[src/rtl/uart_pkg.sv]
// Shared UART constants used by the RX buffer, UARTRx and the TX path.
package uart_pkg;

    localparam int UART_DATA_WIDTH    = 8;
    localparam int UART_RX_FIFO_DEPTH = 16;

    // Pointer width for a power-of-two FIFO: index bits plus one wrap bit.
    function automatic int fifo_ptr_w(input int depth);
        return $clog2(depth) + 1;
    endfunction

endpackage

[src/rtl/uart_rx_fifo_if.sv]
// Byte-stream bundle between the RX buffer (slave) and its consumer (master).
interface uart_rx_fifo_if
    import uart_pkg::*;
#(
    parameter int DEPTH = UART_RX_FIFO_DEPTH,
    parameter int WIDTH = UART_DATA_WIDTH
);
    localparam int CW = fifo_ptr_w(DEPTH);

    logic [WIDTH-1:0] rx_byte;
    logic             rx_complete;
    logic             rd_en;
    logic [WIDTH-1:0] rd_data;
    logic             rd_valid;
    logic             empty;
    logic             full;
    logic [CW-1:0]    count;
    logic             overflow;
    logic             overflow_clr;

    modport slave (
        input  rx_byte, rx_complete, rd_en, overflow_clr,
        output rd_data, rd_valid, empty, full, count, overflow
    );

    modport master (
        output rx_byte, rx_complete, rd_en, overflow_clr,
        input  rd_data, rd_valid, empty, full, count, overflow
    );

endinterface

[src/rtl/sync_fifo.sv]
// Single-clock FIFO with wrap-bit pointers and a registered read port.
module sync_fifo
    import uart_pkg::*;
#(
    parameter int DEPTH = UART_RX_FIFO_DEPTH,
    parameter int WIDTH = UART_DATA_WIDTH,
    localparam int PW   = fifo_ptr_w(DEPTH),
    localparam int IW   = PW - 1
) (
    input  logic             clk,
    input  logic             srst,
    input  logic             wr_en,
    input  logic [WIDTH-1:0] wr_data,
    input  logic             rd_en,
    output logic [WIDTH-1:0] rd_data,
    output logic             rd_valid,
    output logic [PW-1:0]    count,
    output logic             empty,
    output logic             full
);

    logic [WIDTH-1:0] mem [DEPTH];

    logic [PW-1:0]    wr_ptr_q, wr_ptr_d;
    logic [PW-1:0]    rd_ptr_q, rd_ptr_d;
    logic [WIDTH-1:0] rd_data_q;
    logic             rd_valid_q;
    logic             rd_accept;
    logic             wr_accept;

    // Flags come straight from the registered pointers.
    assign empty = (wr_ptr_q == rd_ptr_q);
    assign full  = (wr_ptr_q[IW-1:0] == rd_ptr_q[IW-1:0]) &&
                   (wr_ptr_q[PW-1] != rd_ptr_q[PW-1]);
    assign count = wr_ptr_q - rd_ptr_q;

    // A read on an empty FIFO is ignored (no write-through bypass); a write
    // into a full FIFO is allowed only when a read frees a slot this cycle.
    assign rd_accept = rd_en & ~empty;
    assign wr_accept = wr_en & (~full | rd_accept);

    // Next pointer values.
    always_comb begin
        wr_ptr_d = wr_ptr_q + PW'(wr_accept);
        rd_ptr_d = rd_ptr_q + PW'(rd_accept);
    end

    // Storage array; no reset so it maps onto block RAM.
    always_ff @(posedge clk) begin
        if (wr_accept) begin
            mem[wr_ptr_q[IW-1:0]] <= wr_data;
        end
    end

    // Pointers and registered read port; rd_data holds the last popped byte.
    always_ff @(posedge clk) begin
        if (srst) begin
            wr_ptr_q   <= '0;
            rd_ptr_q   <= '0;
            rd_data_q  <= '0;
            rd_valid_q <= 1'b0;
        end else begin
            wr_ptr_q   <= wr_ptr_d;
            rd_ptr_q   <= rd_ptr_d;
            rd_valid_q <= rd_accept;
            if (rd_accept) begin
                rd_data_q <= mem[rd_ptr_q[IW-1:0]];
            end
        end
    end

    assign rd_data  = rd_data_q;
    assign rd_valid = rd_valid_q;

endmodule

[src/rtl/uart_rx_fifo.sv]
// RX byte buffer: edge-detects rx_complete, queues bytes, flags drops.
module uart_rx_fifo
    import uart_pkg::*;
#(
    parameter int DEPTH = UART_RX_FIFO_DEPTH,
    parameter int WIDTH = UART_DATA_WIDTH,
    localparam int PW   = fifo_ptr_w(DEPTH)
) (
    input  logic          sourceClk,
    input  logic          reset,
    uart_rx_fifo_if.slave bus
);

    logic             rx_prev_q;
    logic             overflow_q, overflow_d;
    logic             wr;
    logic             drop;
    logic [WIDTH-1:0] fifo_rd_data;
    logic             fifo_rd_valid;
    logic [PW-1:0]    fifo_count;
    logic             fifo_empty;
    logic             fifo_full;

    // One write per rising edge of rx_complete; rx_byte is taken this cycle.
    assign wr = bus.rx_complete & ~rx_prev_q;

    // Byte is lost only when full and no pop frees a slot (full => not empty).
    assign drop = wr & fifo_full & ~bus.rd_en;

    // Sticky overflow; a new drop beats a simultaneous clear.
    always_comb begin
        overflow_d = overflow_q;
        if (drop) begin
            overflow_d = 1'b1;
        end else if (bus.overflow_clr) begin
            overflow_d = 1'b0;
        end
    end

    // rx_prev resets high so a level held through reset is not a new byte.
    always_ff @(posedge sourceClk) begin
        if (reset) begin
            rx_prev_q  <= 1'b1;
            overflow_q <= 1'b0;
        end else begin
            rx_prev_q  <= bus.rx_complete;
            overflow_q <= overflow_d;
        end
    end

    sync_fifo #(
        .DEPTH (DEPTH),
        .WIDTH (WIDTH)
    ) u_fifo (
        .clk      (sourceClk),
        .srst     (reset),
        .wr_en    (wr),
        .wr_data  (bus.rx_byte),
        .rd_en    (bus.rd_en),
        .rd_data  (fifo_rd_data),
        .rd_valid (fifo_rd_valid),
        .count    (fifo_count),
        .empty    (fifo_empty),
        .full     (fifo_full)
    );

    assign bus.rd_data  = fifo_rd_data;
    assign bus.rd_valid = fifo_rd_valid;
    assign bus.count    = fifo_count;
    assign bus.empty    = fifo_empty;
    assign bus.full     = fifo_full;
    assign bus.overflow = overflow_q;

endmodule

[src/flat_wrapper.sv]
// flat-port wrapper written by rule: the top's interface ports become plain ports
module uart_rx_fifo_flat import uart_pkg::*;
#(
    parameter int DEPTH = UART_RX_FIFO_DEPTH,
    parameter int WIDTH = UART_DATA_WIDTH,
    localparam int PW   = fifo_ptr_w(DEPTH)
)
  (sourceClk, reset, bus_rx_byte, bus_rx_complete, bus_rd_en, bus_overflow_clr, bus_rd_data, bus_rd_valid, bus_empty, bus_full, bus_count, bus_overflow);
  uart_rx_fifo_if #(.DEPTH(DEPTH), .WIDTH(WIDTH)) bus_i ();
  input  logic sourceClk;
  input  logic reset;
  input wire logic [$bits(bus_i.rx_byte)-1:0] bus_rx_byte;
  input wire logic [$bits(bus_i.rx_complete)-1:0] bus_rx_complete;
  input wire logic [$bits(bus_i.rd_en)-1:0] bus_rd_en;
  input wire logic [$bits(bus_i.overflow_clr)-1:0] bus_overflow_clr;
  output wire logic [$bits(bus_i.rd_data)-1:0] bus_rd_data;
  output wire logic [$bits(bus_i.rd_valid)-1:0] bus_rd_valid;
  output wire logic [$bits(bus_i.empty)-1:0] bus_empty;
  output wire logic [$bits(bus_i.full)-1:0] bus_full;
  output wire logic [$bits(bus_i.count)-1:0] bus_count;
  output wire logic [$bits(bus_i.overflow)-1:0] bus_overflow;
  assign bus_i.rx_byte = bus_rx_byte;
  assign bus_i.rx_complete = bus_rx_complete;
  assign bus_i.rd_en = bus_rd_en;
  assign bus_i.overflow_clr = bus_overflow_clr;
  assign bus_rd_data = bus_i.rd_data;
  assign bus_rd_valid = bus_i.rd_valid;
  assign bus_empty = bus_i.empty;
  assign bus_full = bus_i.full;
  assign bus_count = bus_i.count;
  assign bus_overflow = bus_i.overflow;
  uart_rx_fifo #(.DEPTH(DEPTH), .WIDTH(WIDTH)) u_core (.sourceClk(sourceClk), .reset(reset), .bus(bus_i));
endmodule
[config.mk]
export PLATFORM = sky130hd
export DESIGN_NAME = uart_rx_fifo_flat
export DESIGN_NICKNAME = d
export VERILOG_FILES = /design/src/rtl/uart_pkg.sv /design/src/rtl/uart_rx_fifo_if.sv /design/src/rtl/sync_fifo.sv /design/src/rtl/uart_rx_fifo.sv /design/src/flat_wrapper.sv
export SDC_FILE = /design/constraint.sdc
export NUM_CORES = 1
export LEC_CHECK = 0
export BUFFER_PORTS_ARGS = -buffer_cell sky130_fd_sc_hd__buf_2
export CAP_MARGIN = 40
export CORE_UTILIZATION = 45
export CTS_CLUSTER_SIZE = 8
export DETAILED_ROUTE_END_ITERATION = 10
export PLACE_DENSITY = 0.65
export SYNTH_ARGS = -nofsm -noshare
export SYNTH_HDL_FRONTEND = slang
export SYNTH_SLANG_ARGS = --single-unit
[constraint.sdc]
create_clock -name sourceClk -period 3.6 [get_ports sourceClk]
set_input_delay 0.9 -clock sourceClk [delete_from_list [all_inputs] [get_ports sourceClk]]
set_output_delay 0.9 -clock sourceClk [all_outputs]
set_load 0.02 [all_outputs]
==> flow_summary_export.csv <==
group,metric,value,unit
critical_path,required,2700,ps
timing,setup_tns,0,ps
job,max_cap_violations,0,
global_routing,grt_max_degree,26,
timing,layout_min_cycle_time,3160,ps
yosys,synthCells,348,
detailed_routing,drt_iter0_markers,255,
clocking,cts_tree,"done",
global_routing,antenna_found_initial,0,
critical_path,crit_fanout,8,
global_routing,grt_busiest_layer,"met2",
pwr,p_clk_share,45.7,%
placement,dp_slack,885,ps
die,start_util,46.5,%
detailed_routing,viasPerCell,5.39,
yosys,synth_top_area_cell,"edfxtp_1",
pwr,peakVddDrop,0.316,mV
yosys,synth_fp_nets,370,
timing,rsz0062_at_grt,"false",
cells_and_area,final_layout_size_suffix_gt1_share,21.3,%
global_routing,grt_pass1_wl,17900,µm
critical_path,cp_common_cell,"inv_1",
pwr,power_leakage,2.26,nW
detailed_routing,antenna_left,0,
hold_path,hp-class,"flop to flop",
placement,hpwlAfterDp,7620,µm
global_routing,gr-usage-met1,26.1,%
cells_and_area,final_common_cell,"edfxtp_1",
timing,fin_ws,441,ps
timing,fmax,317,MHz
yosys,ys_ff_latch,149,
yosys,ys_seq_area_share,72.1,%
detailed_routing,drtPass1Iterations,5,
timing,min_period_over_period,87.7,%
global_routing,grt_pass1_vias,3057,
critical_path,cp_slowest_stage_delay,460,ps
timing,max_slew_margin,45.3,%
cells_and_area,layout_common_cells,"edfxtp_1, mux2i_1, nor2_1",
detailed_routing,drc,0,
critical_path,crit_type,"flop to primary output",
clocking,clock_latency,410,ps
global_routing,grt_overflow,0,
yosys,syn-cell-area,5920,µm²
timing,worst_pin_slew,818,ps
die,die_y,117,µm
clocking,cts_setup_buffers,0,
placement,place.gp.congestion,0.841,
die,ios,30,
pwr,intPower,3.23,mW
cells_and_area,fillCellCount,1032,
clocking,cts_resized,0,
clocking,h-tree-depth,4,
pwr,p_sw_share,20.5,%
global_routing,track_usage,18.9,%
pwr,switchingPower,0.833,mW
critical_path,startpoint_type,"flop",
pwr,seqPwrFrac,46.8,%
pwr,pwr-share-comb,7.5,%
yosys,yosysWarnings,0,
timing,holdWs,501,ps
run_status,status,"completed",
clocking,clock-sinks,149,
die,dieWidth,117,µm
placement,portBuffers,29,
clocking,postCtsHoldBufs,0,
clocking,clock_path_buffers,2,
critical_path,slowest_stage,"dfxtp_1",
clocking,clkTransAtPathRegs,60,ps
pwr,cellPowerDensity,590,nW/µm²
yosys,synthTopCellsByArea,"edfxtp_1, dfxtp_1, mux4_2",
detailed_routing,routed_wl,11900,µm
detailed_routing,wl_per_cell,20.6,µm
clocking,cts_buffers,17,
global_routing,use_met2,29.7,%
timing,finalHoldViolations,0,
critical_path,cp_data_arrival_time,2260,ps
timing,maxSlewViolCount,0,
critical_path,cp-end-kind,"primary output",
yosys,yosys.cell_types.count,36,
timing,finalClockSkew,7.75,ps
timing,finalSetupViolations,0,
die,num_rows,41,
yosys,synthDominantCellAreaShare,64.9,%
cells_and_area,diodes,0,
detailed_routing,vias,3106,
die,coreArea,12700,µm²
die,die_area,13600,µm²
critical_path,cp_cell_sequence,"inv_1 > ha_1 > fa_1 > inv_1 > a21o_1 > a21oi_1 > xnor2_1 > buf_2",
cells_and_area,final_nets,413,
clocking,cts_root_buf,"clkbuf_16",
global_routing,grt_use_met3,4.20,%
cells_and_area,area_growth,16.5,%
pwr,p_total,4.07,mW
yosys,synth.avg_cell_area,17.0,µm²
## state kept, by name, summed over array words and instances, names as in the netlist
signal	cells
u_core.u_fifo.wr_ptr_q	5
u_core.bus.overflow	1
u_core.u_fifo.rd_data	8
u_core.u_fifo.mem	128
u_core.u_fifo.rd_valid	1
u_core.rx_prev_q	1
u_core.u_fifo.rd_ptr_q	5
## synthesized netlist by cell type
library cell	n
a21o_1	2
a21oi_1	3
a221oi_1	8
a311oi_1	8
a31oi_1	8
buf_1	2
buf_12	1
buf_2	5
buf_4	2
buf_6	2
clkbuf_1	5
dfxtp_1	21
edfxtp_1	128
fa_1	1
ha_1	8
inv_1	9
mux2i_1	32
mux4_1	1
mux4_2	15
nand2_1	3
nand3_1	5
nand3b_1	3
nand4_1	1
nor2_1	30
nor2b_1	8
nor3_1	5
o21a_1	1
o21ai_1	8
o22ai_1	8
o31a_1	1
or2_2	1
or3b_1	1
or3b_2	1
xnor2_1	6
xnor2_2	1
xor2_1	4
## power groups by stage
stage / clock network [mW] / registers, mW / logic, mW
after global routing: 1.95 / 1.90 / 0.331
after CTS: 1.88 / 1.90 / 0.306
after floorplan: 0 / 1.95 / 0.198
final: 1.86 / 1.90 / 0.305
after global placement: 0 / 1.94 / 0.295
after detailed placement: 0 / 1.94 / 0.306
## critical path, delay by kind of cell (launching register included)
family / cells / cell delay [ps]
flip-flops: 1 / 460
XOR/XNOR: 1 / 140
adder cells (fa/ha/maj): 2 / 700
buffers and inverters: 3 / 370
AO/OA/AOI/OAI: 2 / 190
## metrics by stage
stage,utilization [%],cells,instance area [µm²]
finish,54.2,576,6890
global route,54.2,576,6890
CTS,54.2,576,6890
detailed placement,49.3,544,6270
global placement,49.2,543,6250
floorplan,-,348,5920
## layout make-up
| cell class | count | area (µm²) | share of cell area, % |
|---|---|---|---|
| Timing Repair Buffer | 41 | 248 | 3.59 |
| Clock inverter | 12 | 184 | 2.67 |
| Multi-Input combinational cell | 173 | 1510 | 21.9 |
| Sequential cell | 149 | 4270 | 61.9 |
| Clock buffer | 20 | 437 | 6.33 |
| Inverter | 9 | 33.8 | 0.490 |
| Tap cell | 172 | 215 | 3.12 |
## worst paths after layout
path                        startpoint                  endpoint  slack, ps  cells past startpoint
max          u_core.u_fifo.wr_ptr_q[0]              bus_count[4]        440                      8
min reg2reg   u_core.u_fifo.rd_data[7]  u_core.u_fifo.rd_data[7]        500                      2
min           u_core.u_fifo.rd_data[7]  u_core.u_fifo.rd_data[7]        500                      2
max reg2reg  u_core.u_fifo.rd_ptr_q[2]  u_core.u_fifo.mem[10][0]        870                      7
## metal layers
metal / share of wire, % / up-vias
met2: 48 / 98
met3: 5.9 / 6
li1: - / 1453
met1: 45 / 1549
met5: 0 / -
met4: 0.77 / 0
## kinds of logic after synthesis
| family | share of synthesized area [%] |
|---|---|
| simple gates | 4.67 |
| fa+ha+maj | 2.03 |
| buf+inv | 2.41 |
| mux | 11.6 |
| flops | 72.1 |
| compound gates | 5.52 |
| xor+xnor | 1.75 |
(Power assumes the default switching activity.)
